`src/rtl/univ_shift_reg_if.sv`:
```
// rtl/univ_shift_reg_if.sv - control/data bundle for the universal shift register
interface univ_shift_reg_if #(
    parameter int WIDTH = 8,
    parameter int CNT_W = 4
) ();
    logic             en;
    logic [2:0]       mode;
    logic             sin_r;
    logic             sin_l;
    logic [WIDTH-1:0] d;
    logic             start;
    logic [CNT_W-1:0] shamt;
    logic             bdir;
    logic [WIDTH-1:0] q;
    logic             sout_r;
    logic             sout_l;
    logic             busy;
    logic             done;

    // Driver side: supplies controls and data, observes the register
    modport master (
        output en, mode, sin_r, sin_l, d, start, shamt, bdir,
        input  q, sout_r, sout_l, busy, done
    );

    // Register side
    modport slave (
        input  en, mode, sin_r, sin_l, d, start, shamt, bdir,
        output q, sout_r, sout_l, busy, done
    );
endinterface

```
`src/rtl/univ_shift_reg.sv`:
```
// rtl/univ_shift_reg.sv - universal shift register with autonomous burst rotate
module univ_shift_reg #(
    parameter int WIDTH = 8,
    parameter int CNT_W = 4
) (
    input logic              clk,
    input logic              clrN,
    univ_shift_reg_if.slave  bus
);

    typedef enum logic [1:0] {
        S_IDLE = 2'd0,
        S_BUSY = 2'd1,
        S_DONE = 2'd2
    } state_e;

    localparam logic [2:0] M_HOLD  = 3'b000;
    localparam logic [2:0] M_SHR   = 3'b001;
    localparam logic [2:0] M_SHL   = 3'b010;
    localparam logic [2:0] M_LOAD  = 3'b011;
    localparam logic [2:0] M_ROTR  = 3'b100;
    localparam logic [2:0] M_ROTL  = 3'b101;
    localparam logic [2:0] M_CLR   = 3'b110;
    localparam logic [2:0] M_HOLD2 = 3'b111;

    localparam logic [CNT_W-1:0] CNT_ONE  = CNT_W'(1);
    localparam logic [CNT_W-1:0] CNT_ZERO = '0;

    state_e           state_q, state_d;
    logic [CNT_W-1:0] cnt_q,   cnt_d;
    logic             dir_q,   dir_d;
    logic [WIDTH-1:0] q_q,     q_d;

    logic [WIDTH-1:0] rotr_w;
    logic [WIDTH-1:0] rotl_w;
    logic [WIDTH-1:0] decode_w;

    assign rotr_w = {q_q[0], q_q[WIDTH-1:1]};
    assign rotl_w = {q_q[WIDTH-2:0], q_q[WIDTH-1]};

    // Next register value selected by the per-cycle mode field
    always_comb begin
        decode_w = q_q;
        unique case (bus.mode)
            M_HOLD:  decode_w = q_q;
            M_SHR:   decode_w = {bus.sin_r, q_q[WIDTH-1:1]};
            M_SHL:   decode_w = {q_q[WIDTH-2:0], bus.sin_l};
            M_LOAD:  decode_w = bus.d;
            M_ROTR:  decode_w = rotr_w;
            M_ROTL:  decode_w = rotl_w;
            M_CLR:   decode_w = '0;
            M_HOLD2: decode_w = q_q;
            default: decode_w = q_q;
        endcase
    end

    // Burst sequencer next state; while BUSY the mode field is locked out
    always_comb begin
        state_d = state_q;
        cnt_d   = cnt_q;
        dir_d   = dir_q;
        q_d     = q_q;
        unique case (state_q)
            S_IDLE: begin
                if (bus.en) begin
                    q_d = decode_w;
                    if (bus.start) begin
                        if (bus.shamt != CNT_ZERO) begin
                            state_d = S_BUSY;
                            cnt_d   = bus.shamt;
                            dir_d   = bus.bdir;
                        end else begin
                            state_d = S_DONE;
                        end
                    end
                end
            end
            S_BUSY: begin
                if (bus.en) begin
                    q_d   = dir_q ? rotl_w : rotr_w;
                    cnt_d = cnt_q - CNT_ONE;
                    if (cnt_q == CNT_ONE) begin
                        state_d = S_DONE;
                    end
                end
            end
            S_DONE: begin
                // Leaves DONE even when disabled so the pulse is always one cycle
                state_d = S_IDLE;
                if (bus.en) begin
                    q_d = decode_w;
                end
            end
            default: begin
                state_d = S_IDLE;
            end
        endcase
    end

    // State, counter, direction and data registers with asynchronous clear
    always_ff @(posedge clk or negedge clrN) begin
        if (!clrN) begin
            state_q <= S_IDLE;
            cnt_q   <= '0;
            dir_q   <= 1'b0;
            q_q     <= '0;
        end else begin
            state_q <= state_d;
            cnt_q   <= cnt_d;
            dir_q   <= dir_d;
            q_q     <= q_d;
        end
    end

    assign bus.q      = q_q;
    assign bus.sout_r = q_q[0];
    assign bus.sout_l = q_q[WIDTH-1];
    assign bus.busy   = (state_q == S_BUSY);
    assign bus.done   = (state_q == S_DONE);

endmodule

```
`src/flat_wrapper.sv`:
```
// flat-port wrapper written by rule: the top's interface ports become plain ports
module univ_shift_reg_flat 
#(
    parameter int WIDTH = 8,
    parameter int CNT_W = 4
)
  (clk, clrN, bus_en, bus_mode, bus_sin_r, bus_sin_l, bus_d, bus_start, bus_shamt, bus_bdir, bus_q, bus_sout_r, bus_sout_l, bus_busy, bus_done);
  univ_shift_reg_if #(.WIDTH(WIDTH), .CNT_W(CNT_W)) bus_i ();
  input logic clk;
  input logic clrN;
  input wire logic [$bits(bus_i.en)-1:0] bus_en;
  input wire logic [$bits(bus_i.mode)-1:0] bus_mode;
  input wire logic [$bits(bus_i.sin_r)-1:0] bus_sin_r;
  input wire logic [$bits(bus_i.sin_l)-1:0] bus_sin_l;
  input wire logic [$bits(bus_i.d)-1:0] bus_d;
  input wire logic [$bits(bus_i.start)-1:0] bus_start;
  input wire logic [$bits(bus_i.shamt)-1:0] bus_shamt;
  input wire logic [$bits(bus_i.bdir)-1:0] bus_bdir;
  output wire logic [$bits(bus_i.q)-1:0] bus_q;
  output wire logic [$bits(bus_i.sout_r)-1:0] bus_sout_r;
  output wire logic [$bits(bus_i.sout_l)-1:0] bus_sout_l;
  output wire logic [$bits(bus_i.busy)-1:0] bus_busy;
  output wire logic [$bits(bus_i.done)-1:0] bus_done;
  assign bus_i.en = bus_en;
  assign bus_i.mode = bus_mode;
  assign bus_i.sin_r = bus_sin_r;
  assign bus_i.sin_l = bus_sin_l;
  assign bus_i.d = bus_d;
  assign bus_i.start = bus_start;
  assign bus_i.shamt = bus_shamt;
  assign bus_i.bdir = bus_bdir;
  assign bus_q = bus_i.q;
  assign bus_sout_r = bus_i.sout_r;
  assign bus_sout_l = bus_i.sout_l;
  assign bus_busy = bus_i.busy;
  assign bus_done = bus_i.done;
  univ_shift_reg #(.WIDTH(WIDTH), .CNT_W(CNT_W)) u_core (.clk(clk), .clrN(clrN), .bus(bus_i));
endmodule
```
`config.mk`:
```
export PLATFORM = sky130hd
export DESIGN_NAME = univ_shift_reg_flat
export DESIGN_NICKNAME = d
export VERILOG_FILES = /design/src/rtl/univ_shift_reg_if.sv /design/src/rtl/univ_shift_reg.sv /design/src/flat_wrapper.sv
export SDC_FILE = /design/constraint.sdc
export NUM_CORES = 1
export LEC_CHECK = 0
export BUFFER_PORTS_ARGS = -buffer_cell sky130_fd_sc_hd__buf_4
export CORE_ASPECT_RATIO = 1.4
export CORE_MARGIN = 2
export CORE_UTILIZATION = 43
export CTS_BUF_LIST = sky130_fd_sc_hd__clkbuf_16
export CTS_CLUSTER_DIAMETER = 40
export DETAILED_ROUTE_END_ITERATION = 16
export PLACE_DENSITY_LB_ADDON = 0.1
export SLEW_MARGIN = 20
export SYNTH_ARGS = -nofsm -noshare
export SYNTH_HDL_FRONTEND = slang
export SYNTH_SLANG_ARGS = --single-unit
export TNS_END_PERCENT = 5
```
`constraint.sdc`:
```
create_clock -name clk -period 2 [get_ports clk]
set_input_delay 0 -clock clk [delete_from_list [all_inputs] [get_ports clk]]
set_output_delay 0 -clock clk [all_outputs]
set_load 0.01 [all_outputs]
```
==> results.json <==
{
  "run_status": "finished, final reports clean",
  "synth_enable_flop_cells": 0,
  "post-route-drc-count": 0,
  "cell_area_after_synthesis_mm2": 0.00135,
  "diodes": 0,
  "maximum_number_of_pins_on_one_net_before_global_route_repair": 25,
  "ys_dominant_reg_cell": "sky130_fd_sc_hd__dfrtp_1",
  "clock-skew-final_ns": 0.00109,
  "drt-pass1-iter-count": 5,
  "synth.net_count": 177,
  "globalRouteTotalUtil_pct": 20.8,
  "dpl_worst_slack_ns": 0.339,
  "cts.repair_timing.setup_buffer_count": 0,
  "count_of_max_cap_constraint_violations": 0,
  "groute.layer.met2.usage_pct": 34.3,
  "tns_ns": 0,
  "endpoint_kind": "register",
  "clock_tree.htree_level_count": 1,
  "whs_ns": 0.000351,
  "min_path_type": "input port to register",
  "syn_inst": 153,
  "synth-async-reset-ratio_pct": 100,
  "core-area_mm2": 0.00306,
  "average_via_count_per_standard_cell": 6.05,
  "wire_per_inst_um": 16.1,
  "max-clock-path-buffers": 2,
  "report.final.setup_viol": 0,
  "ctsRootBufferMaster": "sky130_fd_sc_hd__clkbuf_16",
  "drt_first_iter_violations": 23,
  "syn_area_per_cell_um2": 8.81,
  "critical_path_peak_fanout": 15,
  "clkSinkCount": 15,
  "fin_crit_ns": 1.65,
  "required_ns": 2.13,
  "finalMaxSlewViolations": 0,
  "grt_setup_unrepaired": "no",
  "achievable-frequency_ghz": 0.605,
  "die-area_mm2": 0.00360,
  "grtUsageMet3_pct": 4.49,
  "grt_pass1_vias": 1267,
  "worst_slack_ns": 0.348,
  "tritoncts.num_buffers": 3,
  "flow.area_growth_from_synthesis_pct": 24.0,
  "drive_gt1_share_pct": 27.2,
  "layout.cells.most_common": "sky130_fd_sc_hd__buf_4",
  "finalWeightedCongestion": 0.864,
  "critPathLaunchType": "register",
  "power.static_leakage_nw": 0.744,
  "hold_fix_buffers_at_cts": 2,
  "final.period_utilization_pct": 82.6,
  "power_density_mw_per_mm2": 1390,
  "cp.arrival_ns": 1.78,
  "die_width_um": 51.3,
  "final_antenna_net_count": 0,
  "antenna_found_initial": 0,
  "vias": 1324,
  "layout.cells.most_common_list": "sky130_fd_sc_hd__buf_4, sky130_fd_sc_hd__dfrtp_1, sky130_fd_sc_hd__nand2_1",
  "yosysSeqAreaShare_pct": 27.9,
  "vdd.ir_drop.worst_mv": 0.541,
  "post_synth_num_cell_types": 48,
  "grt_remaining_overflow": 0,
  "cts_tree": "yes",
  "global_route.peak_usage_layer": "met2",
  "io_pins": 34,
  "critical-path-slowest-cell": "sky130_fd_sc_hd__or4_4",
  "clock_transition_time_at_the_flip_flop_clock_pins_of_the_worst_setup_and_hold_paths_ns": 0.05,
  "finalCoreUtilization_pct": 54.5,
  "hpwlAfterDp_mm": 2.66,
  "worst_path_dominant_cell_family": "simple AND/OR/NAND/NOR gates",
  "layout.nets": 205,
  "yosys_register_bits": 15,
  "initial_core_util_pct": 44.0,
  "final_hold_viols": 0,
  "count_of_input_and_output_buffers": 33,
  "globalRouteMet1Util_pct": 24.5,
  "slew_headroom_pct": 57.5,
  "yosys_warnings": 0,
  "grt_pass1_wl_mm": 5.78,
  "crit_path_cell_trace": "or4_4 > nand4_4 > mux2_2",
  "clock_insertion_delay_worst_skew_ns": 0.24,
  "post_cts_resized": 0,
  "max_stage_delay_ns": 0.56,
  "worst_pin_slew_ns": 0.632,
  "cp_num_buf_inv": 0,
  "std_cell_rows": 24,
  "worst-setup-path-type": "register to register",
  "die_y_um": 70.2,
  "route.final.wire_length_mm": 3.53
}
sequential cells by signal (all words and copies together) (netlist names):
name and flops:
u_core.bus.q 8, u_core.cnt_q 4, u_core.state_q 2, u_core.dir_q 1
worst register-to-register path: stages (launching register included):
cell	delay, ns
sky130_fd_sc_hd__dfrtp_1	0.42
sky130_fd_sc_hd__or4_4	0.56
sky130_fd_sc_hd__nand4_4	0.19
sky130_fd_sc_hd__mux2_2	0.36
through the flow:
step | total power [W] | cells | instance area [um^2]
finish | 0.00232 | 219 | 1670
global route | 0.00250 | 219 | 1670
CTS | 0.00234 | 219 | 1670
detailed placement | 0.00194 | 213 | 1570
global placement | 0.00191 | 213 | 1570
floorplan | 0.00156 | 153 | 1350
routing by layer:
metal | wire (um) | vias up | part of all wire [%]
met5 | 0 | - | 0
met4 | 142 | 0 | 4.0
met3 | 185 | 20 | 5.2
met2 | 1750 | 57 | 49
met1 | 1460 | 607 | 41
li1 | - | 640 | -
cells in the mapped netlist, types with 2 or more instances:
cell type                   instances  area share [%]
sky130_fd_sc_hd__nor3b_1            2             1.1
sky130_fd_sc_hd__inv_1              7             2.0
sky130_fd_sc_hd__buf_6              2             1.7
sky130_fd_sc_hd__a221oi_1           3             2.0
sky130_fd_sc_hd__nor2_1             5             1.4
sky130_fd_sc_hd__buf_2              7             2.6
sky130_fd_sc_hd__ha_1               2             1.9
sky130_fd_sc_hd__a21o_1             3             1.7
sky130_fd_sc_hd__a32o_1             5             3.7
sky130_fd_sc_hd__a21oi_1           12             4.5
sky130_fd_sc_hd__a32oi_1            2             1.3
sky130_fd_sc_hd__o21ai_1            2            0.74
sky130_fd_sc_hd__nand2_1           14             3.9
sky130_fd_sc_hd__clkbuf_1           2            0.56
sky130_fd_sc_hd__o22ai_1            2            0.93
sky130_fd_sc_hd__dfrtp_1           15              28
sky130_fd_sc_hd__a2111oi_0          2             1.3
sky130_fd_sc_hd__mux2_2             4             3.3
sky130_fd_sc_hd__nor2b_1            7             3.2
sky130_fd_sc_hd__a211oi_1           4             2.2
sky130_fd_sc_hd__o311ai_0           2             1.3
sky130_fd_sc_hd__buf_4              4             2.2
sky130_fd_sc_hd__or4_1              2             1.1
sky130_fd_sc_hd__nor3_1             3             1.1
sky130_fd_sc_hd__o21ai_0            7             2.6
sky130_fd_sc_hd__mux2i_1           11             8.2
cells by family after synthesis:
group           share of synthesized area, %
fa+ha+maj                               1.86
mux                                     11.5
flops                                   27.9
simple gates                            20.1
buf+inv                                 9.01
compound gates                          29.6
power breakdown:
part	internal, W	switching [W]
clock network	0.000264	0.000116
logic	0.000629	0.000553
registers	0.000453	0.000305
final cells by class:
class	instances	area, um^2
Fill cell	311	1390
Timing Repair Buffer	38	290
Tap cell	39	48.8
Clock inverter	1	3.75
Inverter	7	26.3
Multi-Input combinational cell	116	851
Clock buffer	3	75.1
Sequential cell	15	375
worst paths after layout:
kind | to | slack, ns | cells past startpoint | start
max reg2reg | u_core.bus.q[4] | 0.35 | 3 | u_core.state_q[0]
min in group asynchronous | u_core.cnt_q[3] | 0.14 | 2 | clrN
max in group asynchronous | u_core.cnt_q[2] | 1.68 | 2 | clrN
min | u_core.cnt_q[2] | 0.0004 | 2 | bus_shamt[2]
min reg2reg | u_core.cnt_q[1] | 0.55 | 1 | u_core.cnt_q[1]
max | u_core.bus.q[4] | 0.35 | 3 | u_core.state_q[0]
Power figures use the tool's default switching activity.
